File: config.mk
export PLATFORM = sky130hd
export DESIGN_NAME = dsp48e2_alu
export DESIGN_NICKNAME = d
export VERILOG_FILES = /design/src/rtl/dsp48e2_alu_pkg.sv /design/src/rtl/dsp48e2_pipe_reg.sv /design/src/rtl/dsp48e2_alu.sv
export SDC_FILE = /design/constraint.sdc
export NUM_CORES = 1
export LEC_CHECK = 0
export BUFFER_PORTS_ARGS = -buffer_cell sky130_fd_sc_hd__buf_4
export CAP_MARGIN = 20
export CORE_MARGIN = 3
export CORE_UTILIZATION = 30
export DETAILED_ROUTE_END_ITERATION = 10
export MAX_ROUTING_LAYER = met4
export PLACE_DENSITY_LB_ADDON = 0.1
export SLEW_MARGIN = 20
export SYNTH_ARGS = -nofsm -noshare
export SYNTH_HDL_FRONTEND = slang
export SYNTH_SLANG_ARGS = --single-unit
File: constraint.sdc
create_clock -name vclk -period 10.6
set_clock_uncertainty 0.2 [all_clocks]
set_input_delay 1.59 -clock vclk [all_inputs]
set_output_delay 1.59 -clock vclk [all_outputs]
set_load 0.1 [all_outputs]
File: src/rtl/dsp48e2_alu_pkg.sv
// Shared constants for the DSP48E2-style ALU slice.
// Holds the operand widths, the X/Y/Z/W multiplexer select encodings and the
// ALUMODE operation encodings used by dsp48e2_alu.
package dsp48e2_alu_pkg;

  localparam int unsigned AWidth = 30;
  localparam int unsigned BWidth = 18;
  localparam int unsigned PWidth = 48;

  // X = opmode[1:0]
  typedef enum logic [1:0] {
    XZero = 2'b00,
    XM    = 2'b01,
    XP    = 2'b10,
    XAb   = 2'b11
  } x_sel_e;

  // Y = opmode[3:2]; 01 would be the second partial product, folded into X here.
  typedef enum logic [1:0] {
    YZero = 2'b00,
    YPp   = 2'b01,
    YOnes = 2'b10,
    YC    = 2'b11
  } y_sel_e;

  // Z = opmode[6:4]; PCIN and the shifted selections are not provided.
  typedef enum logic [2:0] {
    ZZero  = 3'b000,
    ZPcin  = 3'b001,
    ZP     = 3'b010,
    ZC     = 3'b011,
    ZPMacc = 3'b100
  } z_sel_e;

  // W = opmode[8:7]; RND is fixed at 0.
  typedef enum logic [1:0] {
    WZero = 2'b00,
    WP    = 2'b01,
    WRnd  = 2'b10,
    WC    = 2'b11
  } w_sel_e;

  typedef enum logic [3:0] {
    AluAdd      = 4'b0000,
    AluNegZAdd  = 4'b0001,
    AluNotSum   = 4'b0010,
    AluZSub     = 4'b0011
  } alu_op_e;

endpackage

File: src/rtl/dsp48e2_pipe_reg.sv
// Optional pipeline register with clock enable and asynchronous active-low reset.
// Depth 0 is a straight wire; Depth 1 is a single enabled register.
// Ports: clk_i clock, rst_ni async reset, en_i clock enable, d_i data in, q_o data out.
module dsp48e2_pipe_reg #(
  parameter int unsigned Width = 48,
  parameter int unsigned Depth = 0
) (
  input  logic             clk_i,
  input  logic             rst_ni,
  input  logic             en_i,
  input  logic [Width-1:0] d_i,
  output logic [Width-1:0] q_o
);

  if (Depth == 0) begin : g_bypass
    logic unused_ctrl;
    assign unused_ctrl = clk_i ^ rst_ni ^ en_i;
    assign q_o = d_i;
  end else begin : g_reg
    logic [Width-1:0] q_d, q_q;

    always_comb begin
      q_d = en_i ? d_i : q_q;
    end

    always_ff @(posedge clk_i or negedge rst_ni) begin
      if (!rst_ni) begin
        q_q <= '0;
      end else begin
        q_q <= q_d;
      end
    end

    assign q_o = q_q;
  end

endmodule

File: src/rtl/dsp48e2_alu.sv
// DSP48E2-style 48-bit ALU slice with optional A/B/C input and P output registers.
// Ports: clock, reset (async active-low), a/b/c operands, carryin/carryinsel,
//        opmode (W/Z/Y/X selects), alumode, cea/ceb/cec/cep enables,
//        p result, pcout cascade copy of p, carryout carry out of bit 47.
// Build option: define DSP48E2_ALU_MULT_EN to enable the 27x18 signed multiplier
// feeding M; otherwise M is tied to 0.
module dsp48e2_alu
  import dsp48e2_alu_pkg::*;
#(
  parameter int unsigned AREG = 0,
  parameter int unsigned BREG = 0,
  parameter int unsigned CREG = 0,
  parameter int unsigned PREG = 0
) (
  input  logic              clock,
  input  logic              reset,
  input  logic [AWidth-1:0] a,
  input  logic [BWidth-1:0] b,
  input  logic [PWidth-1:0] c,
  input  logic              carryin,
  input  logic [2:0]        carryinsel,
  input  logic [8:0]        opmode,
  input  logic [3:0]        alumode,
  input  logic              cea,
  input  logic              ceb,
  input  logic              cec,
  input  logic              cep,
  output logic [PWidth-1:0] p,
  output logic [PWidth-1:0] pcout,
  output logic              carryout
);

  logic [AWidth-1:0] a_r;
  logic [BWidth-1:0] b_r;
  logic [PWidth-1:0] c_r;
  logic [PWidth-1:0] m, pfb;
  logic [PWidth-1:0] x_mux, y_mux, z_mux, w_mux;
  logic [PWidth+1:0] addend, sum;
  logic [PWidth-1:0] alu_res;
  logic              alu_co, cin;
  logic [PWidth:0]   p_out;

  dsp48e2_pipe_reg #(.Width(AWidth), .Depth(AREG)) u_areg (
    .clk_i(clock), .rst_ni(reset), .en_i(cea), .d_i(a), .q_o(a_r)
  );
  dsp48e2_pipe_reg #(.Width(BWidth), .Depth(BREG)) u_breg (
    .clk_i(clock), .rst_ni(reset), .en_i(ceb), .d_i(b), .q_o(b_r)
  );
  dsp48e2_pipe_reg #(.Width(PWidth), .Depth(CREG)) u_creg (
    .clk_i(clock), .rst_ni(reset), .en_i(cec), .d_i(c), .q_o(c_r)
  );

`ifdef DSP48E2_ALU_MULT_EN
  logic signed [44:0] prod;
  assign prod = $signed(a_r[26:0]) * $signed(b_r[17:0]);
  assign m    = {{(PWidth-45){prod[44]}}, prod};
`else
  assign m = '0;
`endif

  // Without an output register the feedback reads 0, which keeps the loop open.
  if (PREG != 0) begin : g_pfb
    assign pfb = p;
  end else begin : g_no_pfb
    assign pfb = '0;
  end

  assign cin = (carryinsel == 3'b000) ? carryin : 1'b0;

  always_comb begin
    x_mux = '0;
    case (x_sel_e'(opmode[1:0]))
      XM:      x_mux = m;
      XP:      x_mux = pfb;
      XAb:     x_mux = {a_r, b_r};
      default: x_mux = '0;
    endcase

    y_mux = '0;
    case (y_sel_e'(opmode[3:2]))
      YOnes:   y_mux = '1;
      YC:      y_mux = c_r;
      default: y_mux = '0;
    endcase

    z_mux = '0;
    case (z_sel_e'(opmode[6:4]))
      ZP, ZPMacc: z_mux = pfb;
      ZC:         z_mux = c_r;
      default:    z_mux = '0;
    endcase

    w_mux = '0;
    case (w_sel_e'(opmode[8:7]))
      WP:      w_mux = pfb;
      WC:      w_mux = c_r;
      default: w_mux = '0;
    endcase

    // Two guard bits: four 48-bit terms plus carry never exceed 50 bits.
    addend = {2'b00, w_mux} + {2'b00, x_mux} + {2'b00, y_mux} + {{(PWidth+1){1'b0}}, cin};

    // Subtract modes are built from inversions of Z or of the sum; their
    // carry is the inverted bit 48 (i.e. a "no borrow" flag).
    sum     = '0;
    alu_res = '0;
    alu_co  = 1'b0;
    case (alu_op_e'(alumode))
      AluZSub: begin
        sum     = {2'b00, ~z_mux} + addend;
        alu_res = ~sum[PWidth-1:0];
        alu_co  = ~sum[PWidth];
      end
      AluNegZAdd: begin
        sum     = {2'b00, ~z_mux} + addend;
        alu_res = sum[PWidth-1:0];
        alu_co  = ~sum[PWidth];
      end
      AluNotSum: begin
        sum     = {2'b00, z_mux} + addend;
        alu_res = ~sum[PWidth-1:0];
        alu_co  = ~sum[PWidth];
      end
      default: begin
        sum     = {2'b00, z_mux} + addend;
        alu_res = sum[PWidth-1:0];
        alu_co  = sum[PWidth];
      end
    endcase
  end

  // Carry travels with P so it is registered and cleared alongside it.
  dsp48e2_pipe_reg #(.Width(PWidth + 1), .Depth(PREG)) u_preg (
    .clk_i(clock), .rst_ni(reset), .en_i(cep), .d_i({alu_co, alu_res}), .q_o(p_out)
  );

  assign p        = p_out[PWidth-1:0];
  assign carryout = p_out[PWidth];
  assign pcout    = p;

endmodule

# Yosys cells after proc, flatten, opt, wreduce, memory -nomap -nowiden

Index checks and enable logic that the tools add are counted.

Memories kept: 0
ROM bits: 0
Register bits after elaboration: 0
RAM bits: 0
Output and inout port bits: 97
Bits in latches: 0
Input port bits: 119
Word-level logic and storage cells: 27

$add $sub $neg: 5
Reduce and logical (&&, ||, !) cells: 2
Mux-type cells: 7
Divide/modulo/power cells: 0
Multiply operators: 0
Shifts and indexed selects: 0
Bitwise gates (word level): 5
Eq/ne operators: 8
$lt $le $gt $ge: 0

Operator list:

| kind                                                             | count |
|---|---|
| 48-bit 2-to-1 mux                                                | 3 |
| 48-bit inverter                                                  | 3 |
| 48-bit one-hot mux with 3 select lines                           | 1 |
| 48-bit by 49-bit adder with 49-bit output                        | 2 |
| 48-bit one-hot mux with 2 select lines                           | 1 |
| 48-bit by 48-bit adder with 49-bit output                        | 1 |
| 49-bit by 1-bit adder with 49-bit output                         | 1 |
| 49-bit by 48-bit adder with 49-bit output                        | 1 |
| 2-bit == test (second input constant)                            | 4 |
| 4-bit by 2-bit == test with 1-bit output (second input constant) | 2 |
| 4-bit by 1-bit == test with 1-bit output (second input constant) | 1 |
| 3-bit by 2-bit == test with 1-bit output (second input constant) | 1 |
| 3-bit logical NOT                                                | 1 |
| 1-bit inverter                                                   | 2 |
| 1-bit one-hot mux with 2 select lines                            | 1 |
| 2-bit OR reduction                                               | 1 |
| 1-bit 2-to-1 mux                                                 | 1 |

# Longest topological paths before layout

Gate-level depths: netlist of the first run.

Depth in word-level cells: 8
Depth in mapped cells: 34
Mapped depth without buffers: 32

# Hierarchy

From an unflattened synthesis of the first run, not the netlist that was laid out.

Cell total of the unflattened synthesis: 1989
Area, all modules: 13135.1 µm²

By module, submodules not included:

| module                     | cells an instance | area an instance (µm²) | times used | seq. area each (µm²) |
|---|---|---|---|---|
| dsp48e2_alu                | 1844              | 12046.6                | 1          | 0.0 |
| dsp48e2_pipe_reg at u_preg | 49                | 367.9                  | 1          | 0.0 |
| dsp48e2_pipe_reg at u_creg | 48                | 360.3                  | 1          | 0.0 |
| dsp48e2_pipe_reg at u_areg | 30                | 225.2                  | 1          | 0.0 |
| dsp48e2_pipe_reg at u_breg | 18                | 135.1                  | 1          | 0.0 |

# Least setup slack after synthesis of the first run

No wires, ideal clock.

Path type: input-to-output
Start: input carryinsel[1]
End: output pcout[44]
Path buffers: 2
Arrival: 9.737 ns
Cell stages on the path: 32
Path slack: -0.927 ns
Cell sequence: or4b_2 > fa_1 > inv_1 > ha_1 > inv_1 > fa_1 > nand2b_1 > a21oi_1 > o311ai_2 > a31oi_1 > a31oi_1 > nor4_1 > nor2_1 > nor2b_1 > o21ai_0 > nand2b_1 > xor2_1 > ha_1 > clkbuf_1 > and2_1 > nand4_1 > nor3_1 > or4_1 > a211oi_2 > o31a_2 > o21bai_1 > a21oi_1 > nor2_1 > a31oi_1 > o21ai_0 > xnor2_1 > buf_4

Longest elaborated chain between the ends: 6
Elaborated cells between the ends (all ways): 8

Ends and longest elaborated chain:

| what                                                                | line                                   | text |
|---|---|---|
| start, declared                                                     | dsp48e2_alu.sv:21                      | `input logic [2:0] carryinsel,` |
| 3-bit logical NOT (*)                                               | dsp48e2_alu.sv:68                      | `assign cin = (carryinsel == 3'b000) ? carryin : 1'b0;` |
| 1-bit 2-to-1 mux (*)                                                | dsp48e2_alu.sv:68                      |  |
| 49-bit by 1-bit adder with 49-bit output (*)                        | dsp48e2_alu.sv:101                     | `addend = {2'b00, w_mux} + {2'b00, x_mux} + {2'b00, y_mux} + {{(PWidth+1){1'b0}}, cin};` |
| 48-bit by 49-bit adder with 49-bit output, on equally long branches | -                                      |  |
| 48-bit inverter, on equally long branches                           | dsp48e2_alu.sv:121, dsp48e2_alu.sv:111 |  |
| 48-bit one-hot mux with 3 select lines (*)                          | dsp48e2_alu.sv:108                     | `case (alu_op_e'(alumode))` |
| end, declared                                                       | dsp48e2_alu.sv:29                      | `output logic [PWidth-1:0] pcout,` |

Mark *: on every way between the ends. The rest lies on a longest branch, timed or not.

# Worst setup path in the final report of the first run

Start: input carryinsel[1]
End: output p[41]

Longest elaborated chain between the ends: 6
Elaborated cells between the ends (all ways): 8

Ends and longest elaborated chain:

| what                                                                | line                                   | text |
|---|---|---|
| 3-bit logical NOT (*)                                               | dsp48e2_alu.sv:68                      |  |
| 1-bit 2-to-1 mux (*)                                                | dsp48e2_alu.sv:68                      |  |
| 49-bit by 1-bit adder with 49-bit output (*)                        | dsp48e2_alu.sv:101                     |  |
| 48-bit by 49-bit adder with 49-bit output, on equally long branches | -                                      |  |
| 48-bit inverter, on equally long branches                           | dsp48e2_alu.sv:121, dsp48e2_alu.sv:111 |  |
| 48-bit one-hot mux with 3 select lines (*)                          | dsp48e2_alu.sv:108                     |  |
| end, declared                                                       | dsp48e2_alu.sv:28                      | `output logic [PWidth-1:0] p,` |

Marked as above.

==> results of run 1 <==
## routing by layer
metal  vias to the layer above  global-route usage, %  part of all wire, %
met4                         0                   1.12                 0.66
met2                       299                   37.1                   48
met1                      6269                   30.2                   48
met5                         -                      -                    0
met3                        16                  0.741                  3.6
li1                       6594                      -                    -
## power by group through the flow
stage	clock network, µW	logic [µW]	registers [µW]
finish	0	3020	0
global route	0	3200	0
CTS	0	2960	0
detailed placement	0	2930	0
global placement	0	2930	0
floorplan	0	2210	0
## per-stage QoR
stage               utilization (%)  instances  TNS (ns)  setup WS, ns  total power [µW]
CTS                            40.2       2565         0      0.000307              2960
global route                   41.3       2571    -0.136       -0.0298              3200
floorplan                         -       1737    -0.438        -0.237              2210
global placement               39.9       2561     -3.96        -0.351              2930
detailed placement             39.9       2561     -4.71        -0.374              2930
finish                         41.3       2571         0         0.297              3020
## critical path, delay by kind of cell
kind,cells,cell delay [ns]
AOI/OAI and AO/OA,10,1.97
and+or+nand+nor,8,1.50
adders and majority gates,4,1.38
buffers and inverters,9,1.29
xor gates and xnor gates,2,0.44
muxes,1,0.32
## cell families (layout without fill, tap and decap cells)
family | after synthesis | after routing | synth area share (%)
AND/OR/NAND/NOR | 509 | 509 | 20.7
adder cells (fa/ha/maj) | 195 | 195 | 24.5
multiplexers | 9 | 9 | 0.805
buffers and inverters | 346 | 669 | 13.1
AO/OA/AOI/OAI | 553 | 553 | 31.3
XOR/XNOR | 125 | 125 | 9.52
## layout make-up
| cell class | count | area (µm²) | share of cell area (%) |
|---|---|---|---|
| inverter | 204 | 769 | 4.94 |
| multi-input combinational | 1391 | 10600 | 67.8 |
| tap | 511 | 639 | 4.10 |
| timing repair buffer | 465 | 3610 | 23.2 |
## timing repair
action | 4_1_cts | 5_1_grt
setup buffers | 4 | 6
endpoints found under the setup margin | 25 | 39
pin swaps | 9 | 32
resized for setup | 22 | 79
hold buffers | 0 | 0
## final timing paths
path	slack (ns)	endpoint	start
worst max-delay path	0.30	p[41]	carryinsel[1]
worst min-delay path	3.71	pcout[0]	c[0]
## cell usage in the layout, fill, tap and decap left out, types with 7 or more instances in the layout
| cell | synthesis | routed |
|---|---|---|
| nor3_1 | 22 | 22 |
| o22ai_1 | 24 | 24 |
| a31oi_1 | 24 | 23 |
| or2_2 | 8 | 8 |
| nand3_1 | 23 | 23 |
| a21oi_1 | 158 | 149 |
| a21oi_2 | 1 | 8 |
| and2_1 | 39 | 36 |
| fa_1 | 51 | 50 |
| nor2b_1 | 16 | 15 |
| o21a_1 | 11 | 11 |
| o211ai_1 | 11 | 11 |
| mux2i_1 | 7 | 7 |
| nor2_1 | 126 | 122 |
| a21o_1 | 39 | 39 |
| a221oi_2 | 2 | 7 |
| buf_4 | 49 | 448 |
| nand2_1 | 197 | 197 |
| o21bai_1 | 27 | 26 |
| xnor2_2 | 0 | 17 |
| nand4_1 | 11 | 11 |
| a221oi_1 | 13 | 8 |
| o21ai_1 | 6 | 14 |
| ha_1 | 144 | 141 |
| xnor2_1 | 80 | 60 |
| a22oi_1 | 18 | 18 |
| buf_6 | 0 | 8 |
| inv_1 | 203 | 201 |
| nand2b_1 | 17 | 16 |
| o21ai_0 | 125 | 113 |
| xor2_1 | 45 | 41 |
| and3_1 | 14 | 13 |
==> results.md, run 1 <==
- By area the synthesized netlist is led by ha_1 16%, fa_1 8.9%, a21oi_1 6.9%.
- The number of input and output port buffers inserted is between 200 and 250.
- During I/O placement, the number of pins put on the boundary was 216.
- The distinct cell type count of the synthesized netlist is 89.
- The flow ran to the end, and the final reports show no timing, DRC or antenna violations.
- The reported leakage power is ~0.0078 µW.
- The average instance in the mapped netlist occupies around 6.6 µm².
- After legalization and detailed placement, the total HPWL measured 38400 µm.
- The minimum hold slack is 3.71 ns.
- The aggregate global routing overflow is 0.
- Wires add up to 45300 µm.
- The sequential group share of total power is 0%.
- In this run the standard cell core region covers 0.0378 mm².
- The synthesis-to-layout area growth is 35.5%.
- During synthesis, Yosys emitted a total of 0 warnings.
- The final count of negative-setup-slack endpoints is 0.
- The critical-path maximum fanout is 7.
- The power per cell area is 194 mW/mm².
- In this design, the critical path's most frequently occurring cell is buf_4.
- The first TritonRoute pass finished after 5 iterations.
- The most frequently used cell type in the post-synthesis netlist is inv_1.
- The share of the synthesized area in the top cell type is 15.7%.
- The kind of start point of the critical path is an input port.
- STA classifies the critical path endpoint as an output pin.
- Measured against its own limit, the worst slew margin works out to 36.4%.
- The total count of max-transition violations in the final report came to 0.
- The combinational cell fraction of total power is 100.0%.
- The global-route usage over all layers is 21.7%.
- The slowest stage of the critical path belongs to the cell or4b_2.
- The effective utilization at floorplan is between 30% and 40%.
- The instance area after placement is 0.0151 mm².
- In the final layout, the share of cells above drive strength 1 is 28.1%.
- The last weighted congestion value of the routability-driven placer is 0.913.
- The critical path is of the input port to output pin type.
- The cell type with the highest aggregate area in the netlist is ha_1.
- The endpoint arrival time on the critical path is 8.51 ns.
- Counting every instance in the synthesized netlist gives ~1700.
- From left edge to right edge, the die measures 202 µm.
- From bottom edge to top edge, the die measures 202 µm.
- The placement row count is a little over 70.
- Entering global routing, the biggest net connects 62 pins.
- Across the whole layout, storage elements account for 0 µm².
- The number of cells on the worst hold path is 5.
- The count of unresolved DRC violations after routing is 0.
- After detailed routing, the number of vias per cell comes to 5.13.
- The switching power as a share of total power is 69.5%.
- The number of antenna violations at the first check in global routing is 0.
- The tool flagged a number of max-cap violations equal to 0.
- The wire length of the first global-routing pass is 70500 µm.
- The maximum clock rate is 0.0971 GHz.
- Once layout is done, the placed cells without fillers occupy 0.0156 mm².
- The routed length per placed instance is 17.6 µm.
- There are 0 flip-flops and latches.
- The switching power of the nets is 2100 µW.
- For the pin with the worst max-slew slack, the measured transition is 0.951 ns.
- Ranked by instance count, the synthesized netlist is headed by 203 x inv_1, 197 x nand2_1, 158 x a21oi_1.
- The layout clock buffer count is 0.
- The internal portion of the total power is between 900 and 1000 µW.
- The number of nets produced by synthesis is 2051.
- For this run, the slowest stage of the critical path takes 0.68 ns.
- After layout, the minimum clock period comes to 10.30 ns.
- After filler insertion, the fill cell instance count of the layout stands at 4084.
- The hold violation total from the final report is 0.
- The worst hold path belongs to the class input port to output pin.
- The worst IR drop on VDD is 0.000237 V.
- The portion of total power attributed to the clock network is 0%.
- The total via count in the routed design is ~13000.
- The repair_antennas step left the layout with diodes totalling 0.
- The ratio of final minimum period to clock period is about 97%.
- The number of nets in the final layout is between 2000 and 2500.
- The area of the mapped netlist is around 0.011 mm².
- The DRC marker count from the first detailed-route iteration is ~660.
- The total die area is 0.0407 mm².
- For the worst setup path, the data required time is 8.81 ns.
- The remaining antenna violation count after routing is 0.
- The via count of the first global-routing pass is 12700.
- The portion of the post-synthesis area used by sequential elements is 0%.
Note: power is estimated with default switching activity, not from simulation.
==> run 2, diff against run 1 <==
ABC_AREA = 1   (was unset)
==> results.md, run 2 <==
- Result of the run: completed (unchanged).
- The DRC marker count from the first detailed-route iteration was 1141 (was 661).
- The total area of sequential cells is 0 µm² (unchanged).
- The endpoint arrival time on the critical path came to 7.89 ns (was 8.51 ns).
- The number of nets produced by synthesis came to 3396 (was 2051).
- The worst hold-check path type was input port to output pin (unchanged).
- The number of buffers inserted by hold repair at cts is 0 (unchanged).
- The synthesized instance count is 3082 (was 1737).
- The multiplexer share of the synthesized area is 0% (was 0.805%).
- The via count of the first global-routing pass was 18700 (was 12700).
- The overall power of the completed layout is 3030 µW (was 3020 µW).
- The hold violation total from the final report is 0 (unchanged).
- The top metal layer carrying routed signals is met4 (unchanged).
- The remaining antenna violation count after routing was 0 (unchanged).
- The total I/O pin count was 216 (unchanged).
- The worst IR drop on VDD is 0.000234 V (was 0.000237 V).
- The effective utilization at floorplan is 30.6% (was 30.5%).
- The number of resized instances in the post-cts repair step was 0 (was 22).
- The kind of critical path is input port to output pin (unchanged).
- Cell types with the largest area share after synthesis: nand2_1 25%, inv_1 14%, ha_1 11% (was ha_1 16%, fa_1 8.9%, a21oi_1 6.9%).
- The number of nets in the final layout was 3492 (was 2376).
- The total count of max-transition violations in the final report is 0 (unchanged).
- The die boundary height is 236 µm (was 202 µm).
- The width of the die is 236 µm (was 202 µm).
- The actual transition at the worst max-transition pin is 0.798 ns (was 0.951 ns).
- The wire length of the first global-routing pass is 114000 µm (was 70500 µm).
- The aggregate global routing overflow is 0 (unchanged).
- The number of violations of the max-capacitance limit is 0 (unchanged).
- The global-route usage over all layers is 27.5% (was 21.7%).
- The pin count of the biggest net entering global routing is 48 (was 62).
- The number of input and output port buffers inserted is 210 (unchanged).
- The wire length on met1 is 36300 µm (was 21600 µm).
- The synthesis-to-layout area growth was 11.2% (was 35.5%).
- The kind of start point of the critical path is an input port (unchanged).
- The layout cell share with drive strength beyond 1 was 9.89% (was 28.1%).
- The setup TNS is 0 ns (unchanged).
- The required time reported for the critical path endpoint was 8.81 ns (about the same).
- The routed wire length is 77100 µm (was 45300 µm).
- The last weighted congestion value of the routability-driven placer is 0.953 (was 0.913).
- Setup repair after global routing left no endpoint under its margin.
- The met2 wire length is 34500 µm (was 21800 µm).
- The power per cell area came to 172 mW/mm² (was 194 mW/mm²).
- The total die area is 0.0557 mm² (was 0.0407 mm²).
- The post-synthesis xor/xnor area fraction is 4.90% (was 9.52%).
- The count of unresolved DRC violations after routing came to 0 (unchanged).
- The post-synthesis compound-gate area fraction is 13.2% (was 31.3%).
- The final core utilization is 34.0% (was 41.3%).
- The total via count in the routed design was 19200 (was 13200).
- The most frequently used cell type in the post-synthesis netlist is nand2_1 (was inv_1).
- The basic-gate share of the synthesized area counting and, or, nand and nor cells is 45.0% (was 20.7%).
- The portion of the post-synthesis area used by sequential elements was 0% (unchanged).
- The leading cell type in the layout, fill and taps excluded is nand2_1 (was buf_4).
- The number of diodes added for antenna fixing is 0 (unchanged).
- The number of optimization iterations in the first detailed-route pass was 5 (unchanged).
- The reported leakage power is 0.0104 µW (was 0.00777 µW).
- The critical-path maximum fanout came to 39 (was 7).
- The area of the mapped netlist is 0.0159 mm² (was 0.0115 mm²).
- The adder-cell share of the synthesized area was 17.8% (was 24.5%).
- The post-CTS setup repair buffer count is 0 (was 4).
- The post-synthesis average cell area is 5.15 µm² (was 6.62 µm²).
- The final count of negative-setup-slack endpoints is 0 (unchanged).
- The total number of sequential cells is 0 (unchanged).
- The combinational family with the most area after synthesis is simple AND/OR/NAND/NOR gates (was compound AO/OA/AOI/OAI gates).
- The routed length per placed instance is 20.0 µm (was 17.6 µm).
- The placed wire-length estimate after detailed placement was 67900 µm (was 38400 µm).
- The routed wire length on met3 is 3060 µm (was 1610 µm).
- The sort of element at the end of the critical path is an output pin (unchanged).
- The maximum clock rate is 0.103 GHz (was 0.0971 GHz).
- The post-route minimum period is 9.68 ns (was 10.30 ns).
- The layout clock buffer count is 0 (unchanged).
- The ratio of final minimum period to clock period is 91.3% (was 97.2%).
- The distinct cell type count of the synthesized netlist is 52 (was 89).
- The ratio of routed vias to standard cells is 4.98 (was 5.13).
- The placement row count was 83 (was 71).
- The area of the placeable core is 0.0518 mm² (was 0.0378 mm²).
- The number of antenna violations at the first check in global routing was 0 (unchanged).
- The normalized max-slew margin was 46.8% (was 36.4%).
- Commonest cells after routing, fill and taps aside: 1037 x nand2_1, 586 x inv_1, 272 x nor2_1 (was 448 x buf_4, 201 x inv_1, 197 x nand2_1).
- The share of the synthesized area in the top cell type is 24.5% (was 15.7%).
- The cell type with the highest aggregate area in the netlist is nand2_1 (was ha_1).
- The number of warnings printed during yosys synthesis is 0 (unchanged).
- List of most frequent post-synthesis cells: 1037 x nand2_1, 586 x inv_1, 276 x nor2_1 (was 203 x inv_1, 197 x nand2_1, 158 x a21oi_1).
run 2: changes by cell type after synthesis, sizes merged, moves of 62 or more:
| cell | previous run | this run |
|---|---|---|
| inv | 204 | 603 |
| nand2 | 197 | 1058 |
| nand3 | 25 | 199 |
| nand4 | 11 | 79 |
| nor2 | 126 | 302 |
| xnor2 | 80 | 18 |
run 2: area by class of cell:
class                           instances  area (µm²)
Timing Repair Buffer                  222        1670
Tap cell                              680         851
Inverter                              603        2260
Fill cell                            6211       34200
Multi-Input combinational cell       2351       12900
run 2: final timing paths:
path      start        end  slack, ns  depth (start not counted)
min        c[1]   pcout[1]       3.96                          7
max   opmode[7]  pcout[39]       0.92                         26
run 2: stage by stage:
stage,hold slack (ns),area [µm²],std cells,setup slack [ns]
after detailed placement,3.96,17600,3856,0.977
after floorplan,3.72,15900,3082,1.01
after global placement,3.95,17600,3856,0.996
final,3.96,17600,3856,0.920
after global routing,4.01,17600,3856,0.481
after CTS,3.96,17600,3856,0.950
run 2: worst max-delay path, stage by stage:
cell and delay (ns):
buf_4 0.08, nand2_1 0.14, inv_2 0.60, nand2_1 0.18, fa_1 0.57, inv_1 0.04
ha_1 0.37, a21oi_1 0.31, inv_1 0.07, a31oi_1 0.26, o21ai_0 0.35, a21oi_1 0.28
nand3_1 0.25, xor2_1 0.24, ha_1 0.43, inv_2 0.12, nor2_1 0.21, inv_2 0.08
nor2_2 0.15, nand2_1 0.14, nor2_1 0.24, nand4_1 0.36, nand4_1 0.22, nand3_1 0.09
nand4_1 0.15, buf_4 0.30
run 2: cell families (layout without fill, tap and decap cells):
group / after synthesis / in the layout
AOI/OAI and AO/OA: 373 / 373
xor gates and xnor gates: 88 / 88
adders and majority gates: 195 / 195
buffers and inverters: 731 / 825
and+or+nand+nor: 1695 / 1695
run 2: power by group:
group | switching, µW | leakage [µW] | internal (µW)
Clock | 0 | 0 | 0
Combinational | 2340 | 0.0104 | 690
Sequential | 0 | 0 | 0
Total | 2340 | 0.0104 | 690
run 2: layer usage:
metal,vias to the layer above,track usage (%)
met5,-,-
met4,0,9.00
met3,103,0.444
met2,533,44.5
met1,8879,37.4
li1,9690,-
